## config.mk

```make
export PLATFORM = sky130hd
export DESIGN_NAME = ram_stream_ctrl
export DESIGN_NICKNAME = d
export VERILOG_FILES = /design/src/rtl/ram_stream_ctrl.sv
export SDC_FILE = /design/constraint.sdc
export NUM_CORES = 1
export LEC_CHECK = 0
export CAP_MARGIN = 20
export CELL_PAD_IN_SITES_DETAIL_PLACEMENT = 0
export CELL_PAD_IN_SITES_GLOBAL_PLACEMENT = 2
export CORE_MARGIN = 2
export CORE_UTILIZATION = 32
export CTS_BUF_LIST = sky130_fd_sc_hd__clkbuf_16
export CTS_CLUSTER_DIAMETER = 60
export CTS_CLUSTER_SIZE = 10
export DETAILED_ROUTE_END_ITERATION = 8
export PLACE_DENSITY = 0.85
export SLEW_MARGIN = 20
export SYNTH_ARGS = -nofsm -noshare
export SYNTH_HDL_FRONTEND = slang
export SYNTH_SLANG_ARGS = --single-unit
```

## constraint.sdc

```tcl
create_clock -name clk_i -period 4.2 [get_ports clk_i]
set_input_delay 0.84 -clock clk_i [delete_from_list [all_inputs] [get_ports clk_i]]
set_output_delay 0.84 -clock clk_i [all_outputs]
set_load 0.01 [all_outputs]
```

## src/rtl/ram_stream_ctrl.sv

```systemverilog
// Byte-stream command engine: parses a 5-byte header (CMD, ADDR_HI, ADDR_LO, LEN_HI, LEN_LO) from rx,
// then writes the payload into a single-port byte RAM or streams RAM contents out on tx.
module ram_stream_ctrl #(
  parameter int VECTOR_LENGTH = 512,
  parameter int ADDR_WIDTH    = $clog2(VECTOR_LENGTH)
) (
  input  logic                  clk_i,
  input  logic                  rst_i,
  input  logic [7:0]            rx_data_i,
  input  logic                  rx_valid_i,
  output logic                  rx_ready_o,
  output logic [7:0]            tx_data_o,
  output logic                  tx_valid_o,
  input  logic                  tx_ready_i,
  output logic                  ram_clke_o,
  output logic                  ram_we_o,
  output logic [ADDR_WIDTH-1:0] ram_addr_o,
  output logic [7:0]            ram_mask_o,
  output logic [7:0]            ram_wdata_o,
  input  logic [7:0]            ram_rdata_i,
  output logic                  busy_o
);

  localparam logic [7:0]            CMD_WR    = 8'h57;
  localparam logic [7:0]            CMD_RD    = 8'h52;
  localparam logic [31:0]           VLEN      = VECTOR_LENGTH;
  localparam logic [ADDR_WIDTH-1:0] LAST_ADDR = ADDR_WIDTH'(VECTOR_LENGTH - 1);

  typedef enum logic [3:0] {
    IDLE, ADDR_HI, ADDR_LO, LEN_HI, LEN_LO, WR_DATA, RD_REQ, RD_WAIT, RD_OUT
  } state_t;

  state_t                state, state_nxt;
  logic                  is_rd;
  logic [7:0]            addr_hi;
  logic [ADDR_WIDTH-1:0] addr, wr_addr, start_addr, addr_trunc, addr_inc;
  logic [15:0]           cnt, len_full;
  logic [7:0]            wr_data;
  logic                  wr_pend;
  logic                  rx_hs, tx_hs, rd_state;

  assign rd_state   = (state == RD_REQ) || (state == RD_WAIT) || (state == RD_OUT);
  assign rx_ready_o = ~rst_i & ~rd_state;
  assign tx_valid_o = (state == RD_OUT);
  assign busy_o     = (state != IDLE);
  assign rx_hs      = rx_valid_i & rx_ready_o;
  assign tx_hs      = tx_valid_o & tx_ready_i;

  // An out-of-range start address restarts at the bottom of the RAM.
  assign addr_trunc = ADDR_WIDTH'({addr_hi, rx_data_i});
  assign start_addr = (32'(addr_trunc) >= VLEN) ? '0 : addr_trunc;
  assign addr_inc   = (addr == LAST_ADDR) ? '0 : addr + ADDR_WIDTH'(1);
  assign len_full   = {cnt[15:8], rx_data_i};

  // A write lands one cycle after its rx handshake; reset suppresses any pending write.
  assign ram_we_o    = wr_pend & ~rst_i;
  assign ram_clke_o  = ram_we_o | ((state == RD_REQ) & ~rst_i);
  assign ram_addr_o  = wr_pend ? wr_addr : addr;
  assign ram_mask_o  = 8'h00;
  assign ram_wdata_o = wr_data;

  always_ff @(posedge clk_i) begin
    if (rst_i) state <= IDLE;
    else       state <= state_nxt;
  end

  always_comb begin
    state_nxt = state;
    case (state)
      IDLE:    if (rx_hs && (rx_data_i == CMD_WR || rx_data_i == CMD_RD)) state_nxt = ADDR_HI;
      ADDR_HI: if (rx_hs) state_nxt = ADDR_LO;
      ADDR_LO: if (rx_hs) state_nxt = LEN_HI;
      LEN_HI:  if (rx_hs) state_nxt = LEN_LO;
      LEN_LO: begin
        if (rx_hs) begin
          if (len_full == 16'd0) state_nxt = IDLE;
          else if (is_rd)        state_nxt = RD_REQ;
          else                   state_nxt = WR_DATA;
        end
      end
      WR_DATA: if (rx_hs && cnt == 16'd1) state_nxt = IDLE;
      RD_REQ:  state_nxt = RD_WAIT;
      RD_WAIT: state_nxt = RD_OUT;
      RD_OUT:  if (tx_hs) state_nxt = (cnt == 16'd1) ? IDLE : RD_REQ;
      default: state_nxt = IDLE;
    endcase
  end

  always_ff @(posedge clk_i) begin
    if (rst_i) begin
      is_rd     <= 1'b0;
      addr_hi   <= '0;
      addr      <= '0;
      cnt       <= '0;
      wr_addr   <= '0;
      wr_data   <= '0;
      wr_pend   <= 1'b0;
      tx_data_o <= '0;
    end else begin
      wr_pend <= 1'b0;
      case (state)
        IDLE:    if (rx_hs) is_rd <= (rx_data_i == CMD_RD);
        ADDR_HI: if (rx_hs) addr_hi <= rx_data_i;
        ADDR_LO: if (rx_hs) addr <= start_addr;
        LEN_HI:  if (rx_hs) cnt[15:8] <= rx_data_i;
        LEN_LO:  if (rx_hs) cnt <= len_full;
        WR_DATA: begin
          if (rx_hs) begin
            wr_pend <= 1'b1;
            wr_addr <= addr;
            wr_data <= rx_data_i;
            addr    <= addr_inc;
            cnt     <= cnt - 16'd1;
          end
        end
        RD_WAIT: tx_data_o <= ram_rdata_i;
        RD_OUT: begin
          if (tx_hs) begin
            cnt  <= cnt - 16'd1;
            addr <= addr_inc;
          end
        end
        default: ;
      endcase
    end
  end

endmodule

```

==> metrics <==
CP Capture Type=output pin; clock buffer depth=2; Die Height=104 um; crit path kind=reg2out; CTS tree=yes; Crit Path Max Fanout=20; Post-synth EDFFs=0; synth warn=0; max-cap violation count=0; Top Usage Layer GRT=met2; GRT Overall Usage=16.9%; drt first pass iters=5; fmax=313 MHz; Area Overhead vs Synth=24.6%; count leader, synth=nand2_1; number of fill cells=1031; Worst VDD drop=0.175 mV; Final Routed Wirelength=9.06 mm; crit path DAT=2.35 ns; Synth top area share=35.4%; total power=1260 uW; Multi-input gate area=0.00189 mm^2; ANT cells=0; Synth area leaders=dfxtp_1, a21oi_1, nand2_1; hold depth=2; Initial Utilization=33.0%; Clk Tree Root Cell=clkbuf_16; die width=104 um; post-CTS setup buffers=0; M1 GR Usage=21.9%; largest net degree at the start of global routing=43; worst-case clock skew=0.00617 ns; met2 Use GR=27.5%; number of nets in the layout=482; Seq/Total Area, Yosys=35.4%; asr flop ratio synth=0%; remaining antenna violation count after routing=0; Worst-Margin Slew=0.912 ns; static leakage=0.00143 uW; Reg-to-Reg End=addr[3]$_SDFFE_PP0P_; GP Congestion=0.867; post-DR vias/cell=5.23; # hold bufs at CTS=0; IO Port Bufs=49; I/O pin count=58; cell chain of the critical path=nor2_1 > nand2_1 > inv_1 > a211oi_1 > clkdlybuf4s50_1; clock latency on the worst-skew pair=0.32 ns; CP top delay family=flip-flops; mapped cell area=0.00323 mm^2; layout cells sized above 1=9.29%; minimum clock period=3.20 ns; hold endpoint=tx_data_o[0]$_SDFFE_PP0P_; Min Hold Slack=0.452 ns; Critical Path RT=3.36 ns; Setup Viol. Count Final=0; Sequential Area=0.00114 mm^2; reg2reg setup slack=1.71 ns; Die ar.=0.0109 mm^2; number of DRC markers in iteration 0=135; number of CTS-inserted buffers=9; prevailing post-synth register cell=dfxtp_1; grt ovf=0; Post-Synthesis Cells=422; Final period util=76.1%; Num Clock Sinks=57; drt drc=0; cells on worst reg2reg path=10; Post-synth top cells=nand2_1, dfxtp_1, a21oi_1; H-tree depth=3; CP max stage delay=0.74 ns; Unique masters post-synth=62; Resize count post-CTS=0; HP Class=reg2reg; Max-slew headroom=39.2%; core footprint=0.00977 mm^2; hold_sp=tx_data_o[0]$_SDFFE_PP0P_; max-slew violation count=0; Critical Path Slowest Stage Cell=dfxtp_1; Placement Cell Area=0.00375 mm^2; Cell Pwr Density=313 mW/mm^2; grt met3 use=5.14%; setup tns final=0 ns; Synth area leader=dfxtp_1; Worst R2R Start=addr[0]$_SDFFE_PP0P_; status=finished, final reports clean; vias in the first global route=2903; hpwl dp=6.54 mm; RSZ-0062 raised after global routing=false; first-pass GRT wire length=14.9 mm; antenna violations before repair=0; Clock Pin Slew Worst Setup and Hold Paths=0.05 ns; #FFs+latches synth=57; WP buf/inv=2; DR vias=3117; Fin. Hold Viols=0; row count=36; Worst Setup Start Kind=flop; syn_area_per_cell=7.64 um^2; final instance area=0.00402 mm^2; DR WL/cell=15.2 um
## cell usage in the layout (no fill, tap or decap), drive strengths merged, types with 10 or more instances in the layout
| master | n |
|---|---|
| nand2 | 68 |
| nor2 | 34 |
| clkdlybuf4s50 | 48 |
| dfxtp | 57 |
| a21oi | 52 |
| nor3 | 19 |
| inv | 14 |
| mux2 | 10 |
| o21ai | 23 |
## through the flow
stage | setup WS, ns | util [%] | std cells
2_1_floorplan | 1.86 | - | 429
3_3_place_gp | 1.34 | 38.4 | 580
3_5_place_dp | 1.35 | 38.4 | 580
4_1_cts | 0.995 | 41.1 | 596
5_1_grt | 0.817 | 41.1 | 596
6_report | 1.01 | 41.1 | 596
## layout make-up
cell class	count	area share, %
multi-input combinational	325	47.0
sequential	57	28.4
timing repair buffer	52	12.6
clock buffer	9	5.61
tap	133	4.14
inverter	13	1.21
clock inverter	7	0.965
## registers in the layout, summed over array words and instances, names as in the netlist, 4 cells and up
register,cells
cnt,16
addr,9
wr_addr,9
ram_wdata_o,8
tx_data_o,8
state,4
## cell families after synthesis
group	Yosys count	synth area share (%)
flip-flops	57	35.4
other	1	0.116
multiplexers	13	4.42
XOR/XNOR	4	1.09
adder cells (fa/ha/maj)	4	1.55
AO/OA/AOI/OAI	118	23.1
AND/OR/NAND/NOR	178	27.4
buffers and inverters	47	6.98
## tightest hold or removal path, stage by stage, from the launching register on
cell and delay, ns:
dfxtp_1 0.30, nand2_1 0.05, a21oi_1 0.05
## power breakdown
| part | total, uW | internal, uW | switching [uW] |
|---|---|---|---|
| registers | 546 | 543 | 3.23 |
| logic | 70.8 | 30.2 | 40.6 |
| clock network | 641 | 391 | 250 |
## per-layer routing
layer	share of wire, %	wire length, um
met5	0	0
met4	0.44	40
met3	5.5	495
met2	48	4360
met1	46	4170
## worst max-delay path by stage
stage                                      from    endpoint  slack (ns)  cells past startpoint
after global routing      state[2]$_SDFFE_PP0P_  rx_ready_o        0.82                      5
final                     state[2]$_SDFFE_PP0P_  rx_ready_o        1.01                      5
after CTS                 state[2]$_SDFFE_PP0P_  rx_ready_o        0.99                      5
after global placement    state[2]$_SDFFE_PP0P_  rx_ready_o        1.34                      5
after floorplan                           rst_i  rx_ready_o        1.86                      3
after detailed placement  state[2]$_SDFFE_PP0P_  rx_ready_o        1.35                      5
Power figures use the tool's default switching activity.
